==> src/rtl/uart_pkg.sv <==
// Shared UART definitions: frame constants, FSM state encodings and the
// oversample divider calculation used by the tick generator.
package uart_pkg;

  localparam int DATA_BITS  = 8;
  localparam int OVERSAMPLE = 16;

  typedef enum logic [1:0] {TX_IDLE, TX_START, TX_DATA, TX_STOP} tx_state_t;
  typedef enum logic [1:0] {RX_IDLE, RX_START, RX_DATA, RX_STOP} rx_state_t;

  // Clamped to 1 so very low clock/baud ratios still produce a tick.
  function automatic int baud_div(input int clk_freq, input int baud_rate);
    int d;
    d = clk_freq / (baud_rate * OVERSAMPLE);
    return (d < 1) ? 1 : d;
  endfunction

endpackage

==> src/rtl/uart_if.sv <==
// UART user-side bundle: byte-level TX request, RX result, serial pins and
// FSM state visibility.
interface uart_if;
  import uart_pkg::*;

  logic       rx;
  logic       rx_en;
  logic       rx_valid;
  logic [7:0] rx_out;
  logic [7:0] tx_in;
  logic       tx_en;
  logic       tx;
  logic       tx_busy;
  tx_state_t  tx_state;
  rx_state_t  rx_state;

  // Handshake: a TX request is accepted on a clock edge where tx_en=1 and
  // tx_busy=0; tx_in is sampled only on that edge. rx_valid is a one-cycle
  // strobe with no back-pressure; rx_out stays stable until the next strobe.
  modport master (
    output rx, rx_en, tx_in, tx_en,
    input  rx_valid, rx_out, tx, tx_busy, tx_state, rx_state
  );

  modport slave (
    input  rx, rx_en, tx_in, tx_en,
    output rx_valid, rx_out, tx, tx_busy, tx_state, rx_state
  );

endinterface

==> src/rtl/uart_baud_gen.sv <==
// Free-running oversample tick: one clk-wide pulse every
// CLK_FREQ/(BAUD_RATE*16) cycles, shared by transmitter and receiver.
module uart_baud_gen
  import uart_pkg::*;
#(
  parameter int CLK_FREQ  = 50_000_000,
  parameter int BAUD_RATE = 9600
) (
  input  logic clk,
  input  logic reset,
  output logic tick
);

  localparam int DIV = baud_div(CLK_FREQ, BAUD_RATE);
  localparam int CW  = (DIV > 1) ? $clog2(DIV) : 1;

  logic [CW-1:0] cnt;

  always_ff @(posedge clk or negedge reset) begin
    if (!reset)                  cnt <= '0;
    else if (cnt == CW'(DIV-1))  cnt <= '0;
    else                         cnt <= cnt + CW'(1);
  end

  assign tick = (cnt == CW'(DIV-1));

endmodule

==> src/rtl/uart.sv <==
// Full-duplex 8N1 UART: independent TX and RX state machines driven by a
// shared 16x oversample tick; RX samples each bit once at mid-bit.
module uart
  import uart_pkg::*;
#(
  parameter int CLK_FREQ  = 50_000_000,
  parameter int BAUD_RATE = 9600
) (
  input  logic clk,
  input  logic reset,
  uart_if.slave bus
);

  localparam logic [3:0] LAST_TICK = 4'(OVERSAMPLE - 1);
  localparam logic [3:0] MID_TICK  = 4'(OVERSAMPLE / 2 - 1);
  localparam logic [2:0] LAST_BIT  = 3'(DATA_BITS - 1);

  logic tick;

  uart_baud_gen #(.CLK_FREQ(CLK_FREQ), .BAUD_RATE(BAUD_RATE)) u_baud (
    .clk   (clk),
    .reset (reset),
    .tick  (tick)
  );

  // ---------------- transmitter ----------------
  tx_state_t  tx_state, tx_state_nxt;
  logic [3:0] tx_tcnt, tx_tcnt_nxt;
  logic [2:0] tx_bit, tx_bit_nxt;
  logic [7:0] tx_shreg, tx_shreg_nxt;
  logic       tx_bit_end;

  assign tx_bit_end = tick && (tx_tcnt == LAST_TICK);

  always_ff @(posedge clk or negedge reset) begin
    if (!reset) begin
      tx_state <= TX_IDLE;
      tx_tcnt  <= '0;
      tx_bit   <= '0;
      tx_shreg <= '0;
    end else begin
      tx_state <= tx_state_nxt;
      tx_tcnt  <= tx_tcnt_nxt;
      tx_bit   <= tx_bit_nxt;
      tx_shreg <= tx_shreg_nxt;
    end
  end

  always_comb begin
    tx_state_nxt = tx_state;
    tx_tcnt_nxt  = tick ? tx_tcnt + 4'd1 : tx_tcnt;
    tx_bit_nxt   = tx_bit;
    tx_shreg_nxt = tx_shreg;
    case (tx_state)
      TX_IDLE: begin
        tx_tcnt_nxt = '0;
        tx_bit_nxt  = '0;
        if (bus.tx_en) begin
          tx_shreg_nxt = bus.tx_in;
          tx_state_nxt = TX_START;
        end
      end
      TX_START: if (tx_bit_end) tx_state_nxt = TX_DATA;
      TX_DATA: if (tx_bit_end) begin
        tx_shreg_nxt = {1'b0, tx_shreg[7:1]};
        tx_bit_nxt   = tx_bit + 3'd1;
        if (tx_bit == LAST_BIT) tx_state_nxt = TX_STOP;
      end
      TX_STOP: if (tx_bit_end) tx_state_nxt = TX_IDLE;
      default: tx_state_nxt = TX_IDLE;
    endcase
  end

  // Line and busy decode from the same state so they change on one edge.
  assign bus.tx       = (tx_state == TX_START) ? 1'b0 :
                        (tx_state == TX_DATA)  ? tx_shreg[0] : 1'b1;
  assign bus.tx_busy  = (tx_state != TX_IDLE);
  assign bus.tx_state = tx_state;

  // ---------------- receiver ----------------
  logic       rx_s1, rx_s2;
  rx_state_t  rx_state, rx_state_nxt;
  logic [3:0] rx_tcnt, rx_tcnt_nxt;
  logic [2:0] rx_bit, rx_bit_nxt;
  logic [7:0] rx_shreg, rx_shreg_nxt;
  logic [7:0] rx_out_q, rx_out_nxt;
  logic       rx_valid_q, rx_valid_nxt;
  logic       rx_bit_mid;

  assign rx_bit_mid = tick && (rx_tcnt == LAST_TICK);

  always_ff @(posedge clk or negedge reset) begin
    if (!reset) begin
      rx_s1      <= 1'b1;
      rx_s2      <= 1'b1;
      rx_state   <= RX_IDLE;
      rx_tcnt    <= '0;
      rx_bit     <= '0;
      rx_shreg   <= '0;
      rx_out_q   <= '0;
      rx_valid_q <= 1'b0;
    end else begin
      rx_s1      <= bus.rx;
      rx_s2      <= rx_s1;
      rx_state   <= rx_state_nxt;
      rx_tcnt    <= rx_tcnt_nxt;
      rx_bit     <= rx_bit_nxt;
      rx_shreg   <= rx_shreg_nxt;
      rx_out_q   <= rx_out_nxt;
      rx_valid_q <= rx_valid_nxt;
    end
  end

  always_comb begin
    rx_state_nxt = rx_state;
    rx_tcnt_nxt  = tick ? rx_tcnt + 4'd1 : rx_tcnt;
    rx_bit_nxt   = rx_bit;
    rx_shreg_nxt = rx_shreg;
    rx_out_nxt   = rx_out_q;
    rx_valid_nxt = 1'b0;
    case (rx_state)
      RX_IDLE: begin
        rx_tcnt_nxt = '0;
        rx_bit_nxt  = '0;
        if (bus.rx_en && !rx_s2) rx_state_nxt = RX_START;
      end
      // Half a bit in: a high line here means the falling edge was noise.
      RX_START: if (tick && rx_tcnt == MID_TICK) begin
        rx_tcnt_nxt  = '0;
        rx_state_nxt = rx_s2 ? RX_IDLE : RX_DATA;
      end
      RX_DATA: if (rx_bit_mid) begin
        rx_shreg_nxt = {rx_s2, rx_shreg[7:1]};
        rx_bit_nxt   = rx_bit + 3'd1;
        if (rx_bit == LAST_BIT) rx_state_nxt = RX_STOP;
      end
      RX_STOP: if (rx_bit_mid) begin
        if (rx_s2) begin
          rx_out_nxt   = rx_shreg;
          rx_valid_nxt = 1'b1;
        end
        rx_state_nxt = RX_IDLE;
      end
      default: rx_state_nxt = RX_IDLE;
    endcase
  end

  assign bus.rx_out   = rx_out_q;
  assign bus.rx_valid = rx_valid_q;
  assign bus.rx_state = rx_state;

endmodule

==> src/flat_wrapper.sv <==
// flat-port wrapper written by rule: the top's interface ports become plain ports
module uart_flat import uart_pkg::*;
#(
  parameter int CLK_FREQ  = 50_000_000,
  parameter int BAUD_RATE = 9600
)
  (clk, reset, bus_rx, bus_rx_en, bus_tx_in, bus_tx_en, bus_rx_valid, bus_rx_out, bus_tx, bus_tx_busy, bus_tx_state, bus_rx_state);
  uart_if bus_i ();
  input  logic clk;
  input  logic reset;
  input wire logic [$bits(bus_i.rx)-1:0] bus_rx;
  input wire logic [$bits(bus_i.rx_en)-1:0] bus_rx_en;
  input wire logic [$bits(bus_i.tx_in)-1:0] bus_tx_in;
  input wire logic [$bits(bus_i.tx_en)-1:0] bus_tx_en;
  output wire logic [$bits(bus_i.rx_valid)-1:0] bus_rx_valid;
  output wire logic [$bits(bus_i.rx_out)-1:0] bus_rx_out;
  output wire logic [$bits(bus_i.tx)-1:0] bus_tx;
  output wire logic [$bits(bus_i.tx_busy)-1:0] bus_tx_busy;
  output wire logic [$bits(bus_i.tx_state)-1:0] bus_tx_state;
  output wire logic [$bits(bus_i.rx_state)-1:0] bus_rx_state;
  assign bus_i.rx = bus_rx;
  assign bus_i.rx_en = bus_rx_en;
  assign bus_i.tx_in = bus_tx_in;
  assign bus_i.tx_en = bus_tx_en;
  assign bus_rx_valid = bus_i.rx_valid;
  assign bus_rx_out = bus_i.rx_out;
  assign bus_tx = bus_i.tx;
  assign bus_tx_busy = bus_i.tx_busy;
  assign bus_tx_state = bus_i.tx_state;
  assign bus_rx_state = bus_i.rx_state;
  uart #(.CLK_FREQ(CLK_FREQ), .BAUD_RATE(BAUD_RATE)) u_core (.clk(clk), .reset(reset), .bus(bus_i));
endmodule
==> config.mk <==
export PLATFORM = sky130hd
export DESIGN_NAME = uart_flat
export DESIGN_NICKNAME = d
export VERILOG_FILES = /design/src/rtl/uart_pkg.sv /design/src/rtl/uart_if.sv /design/src/rtl/uart_baud_gen.sv /design/src/rtl/uart.sv /design/src/flat_wrapper.sv
export SDC_FILE = /design/constraint.sdc
export NUM_CORES = 1
export LEC_CHECK = 0
export BUFFER_PORTS_ARGS = -buffer_cell sky130_fd_sc_hd__buf_2
export CORE_AREA = 2 2 97 99
export DETAILED_ROUTE_END_ITERATION = 16
export DIE_AREA = 0 0 99 101
export GPL_TIMING_DRIVEN = 0
export PLACE_DENSITY = 0.45
export SETUP_SLACK_MARGIN = 0.1
export SKIP_LAST_GASP = 1
export SYNTH_ARGS = -nofsm -noshare
export SYNTH_HDL_FRONTEND = slang
export SYNTH_SLANG_ARGS = --single-unit
==> constraint.sdc <==
create_clock -name clk -period 5.5 [get_ports clk]
set_clock_uncertainty 0.1 [all_clocks]
set_input_delay 0.55 -clock clk [delete_from_list [all_inputs] [get_ports clk]]
set_output_delay 0.55 -clock clk [all_outputs]
set_load 0.05 [all_outputs]
==> metrics.txt <==
critical path class=flip-flop to primary output; synth-to-layout area growth=14.0%; crit end category=primary output; Yosys reg bits=54; maxcap violations=0; Post-synth EDFFs=0; antenna violations before repair=0; main area contributors after synthesis=dfrtp_1, mux2_2, ha_1, nand3_1, nand2_1; Detailed Route Iter0 Violations=40; Startpoint Class=flip-flop; Async S/R FF share, synth=100%; Max-slew headroom=around 18%; Longest Clk Path Bufs=2; r2r setup slk=2770 ps; Clock Latency Late Sink=320 ps; core area=8980 um^2; HPWL after detailed placement=3490 um; sequential area share after synthesis=51.2%; post-DR wirelength/cell=between 10 and 15 um; Yosys warnings=0; Net Count, Synth=about 260; LEAKAGE=~1.4 nW; die footprint=~10000 um^2; worst hold slack=between 200 and 250 ps; dpl cell area=roughly 2900 um^2; Tot GR Track Use=between 10% and 20%; most common cell in the synthesized netlist=dfrtp_1; Initial DRT Pass Iterations=4; nets=between 200 and 300; Setup Buffers After CTS=0; clock sink total=54; fmax=between 300 and 400 MHz; syn_area_per_cell=~11 um^2; ys flop type=dfrtp_1; Setup-failing EPs final=0; FILL cells=approximately 900; number of gates resized after cts=0; number of hold violations in the final report=0; GP Congestion=approximately 0.74; Design Area, Final=about 3000 um^2; Finished Core Util=between 30% and 40%; Seq. cell area=around 1400 um^2; row count=35; die width=between 90 and 100 um; HP Class=input port to flip-flop; CP Max Fanout=10; Final Non-Filler Cells=378; io pins=28; Port Buffer Count=27; clock-pin slew on the worst setup and hold paths=~110 ps; Multi-input gate area=approximately 1200 um^2; WHS Path Cells=1; commonest cells in the netlist=dfrtp_1, nand2_1, nand3_1; n_diodes=0; Critical R2R Capture=u_core.tx_shreg[1]; WP data required=roughly 4900 ps; total CTS buffers=5; area leader, netlist=dfrtp_1; Hold EP=u_core.rx_s1; Synth top area share=between 40% and 50%; final antenna-violating net count=0; Pwr Density=~350 nW/um^2; vias per inst=4.92; outcome=finished clean; DRC=0; Die Height=around 100 um; Worst Tran Pin Value=about 1200 ps; synth unique cells=46; first-pass GRT wire length=between 8000 and 9000 um; Initial Util=roughly 30%; number of H-tree levels=2; maximum VDD drop=between 0.1 and 0.15 mV; min-delay src=bus_rx; final wirelength=roughly 5100 um; largest net degree at the start of global routing=55; worst r2r path cells=7; Setup TNS Final=0 ps; Cells after Synth=between 200 and 250; Post-CTS Hold Fix Bufs=0; Worst EP arrival=between 2000 and 2500 ps; min cycle time layout=about 2800 ps; Post-Syn Area=2640 um^2; fraction of layout cells with a size suffix above 1=between 20% and 30%; Inst Count DP=370; Clock Tree Root=clkbuf_8; CTS tree=yes; Reg-to-Reg Start=u_core.bus.tx_state[0]; number of max-slew violations in the final report=0; grt total ovfl=0; period utilisation layout=about half; total number of vias=1,858; vias in the first global route=~1,800; unrepaired setup endpoints after global routing=false
## routing by layer
metal | vias up | part of all wire (%) | global-route usage, %
li1 | 909 | - | -
met5 | - | 0 | 0
met3 | 7 | 3.3 | 2.01
met4 | 0 | 1.8 | 4.21
met2 | 31 | 48 | 17.7
met1 | 911 | 47 | 14.0
## placed cells by master (no fill, tap or decap), types with 3 or more instances in the layout
| master | n |
|---|---|
| nor3_1 | 3 |
| a22oi_1 | 7 |
| ha_1 | 12 |
| xnor2_1 | 4 |
| a21oi_1 | 6 |
| dfrtp_1 | 52 |
| clkbuf_8 | 5 |
| o21ai_0 | 4 |
| nand3_1 | 17 |
| and2_1 | 3 |
| nand2_1 | 19 |
| xor2_1 | 8 |
| buf_2 | 30 |
| and3_1 | 5 |
| clkbuf_1 | 6 |
| mux2_2 | 16 |
| nor2_1 | 11 |
| o211ai_1 | 8 |
| a31oi_1 | 3 |
| inv_1 | 9 |
## sequential cells by signal (all words and copies together) (netlist names), named ones only
signal               cells
u_core.rx_s1             1
u_core.tx_bit            3
u_core.bus.rx_valid      1
u_core.bus.rx_state      1
u_core.rx_shreg          8
u_core.bus.rx_out        8
u_core.bus.tx_state      2
u_core.rx_s2             1
u_core.rx_tcnt           4
u_core.tx_tcnt           4
u_core.rx_bit            3
u_core.tx_shreg          8
u_core.u_baud.cnt        9
## worst max-delay path: stages, from the launching register on
cell and delay, ps:
dfrtp_1 440, inv_1 90, ha_1 150, clkbuf_1 380, clkbuf_1 400, a21oi_1 120
buf_2 230
## power by group
group	total (mW)	internal, mW	switching (mW)	leakage, nW
combinational	0.330	0.113	0.217	0.646
clock	0.238	0.0941	0.144	0.0491
sequential	0.473	0.439	0.0347	0.708
total	1.04	0.646	0.396	1.40
## stage by stage
| stage | worst slack, ps | power [mW] |
|---|---|---|
| 4_1_cts | 2690 | 1.06 |
| 5_1_grt | 2420 | 1.12 |
| 3_5_place_dp | 2730 | 0.816 |
| 6_report | 2720 | 1.04 |
| 3_3_place_gp | 2700 | 0.817 |
| 2_1_floorplan | 2660 | 0.730 |
## logic make-up after synthesis
family          Yosys count  synth area share (%)
buf+inv                  18                  2.70
xor+xnor                 12                  3.98
compound gates           38                  10.8
fa+ha+maj                12                  5.68
simple gates             80                  17.8
mux                      18                  7.76
flops                    54                  51.2
## layout make-up
class	count	area share [%]
clock inverter	3	0.872
multi-input combinational	160	40.4
tap	111	4.61
timing repair buffer	27	4.49
sequential	54	44.9
buffer	9	1.25
clock buffer	5	2.28
inverter	9	1.12
## worst max-delay path by stage
stage | slack [ps] | from | cells after the start | end
6_report | 2720 | u_core.bus.tx_state[0] | 6 | bus_tx
5_1_grt | 2420 | u_core.bus.tx_state[0] | 7 | u_core.tx_shreg[1]
3_3_place_gp | 2700 | u_core.bus.tx_state[0] | 7 | u_core.tx_shreg[1]
3_5_place_dp | 2730 | u_core.bus.tx_state[0] | 7 | u_core.tx_shreg[1]
2_1_floorplan | 2660 | u_core.bus.tx_state[0] | 5 | bus_tx
4_1_cts | 2690 | u_core.bus.tx_state[0] | 6 | bus_tx
Note: power is estimated with default switching activity, not from simulation.
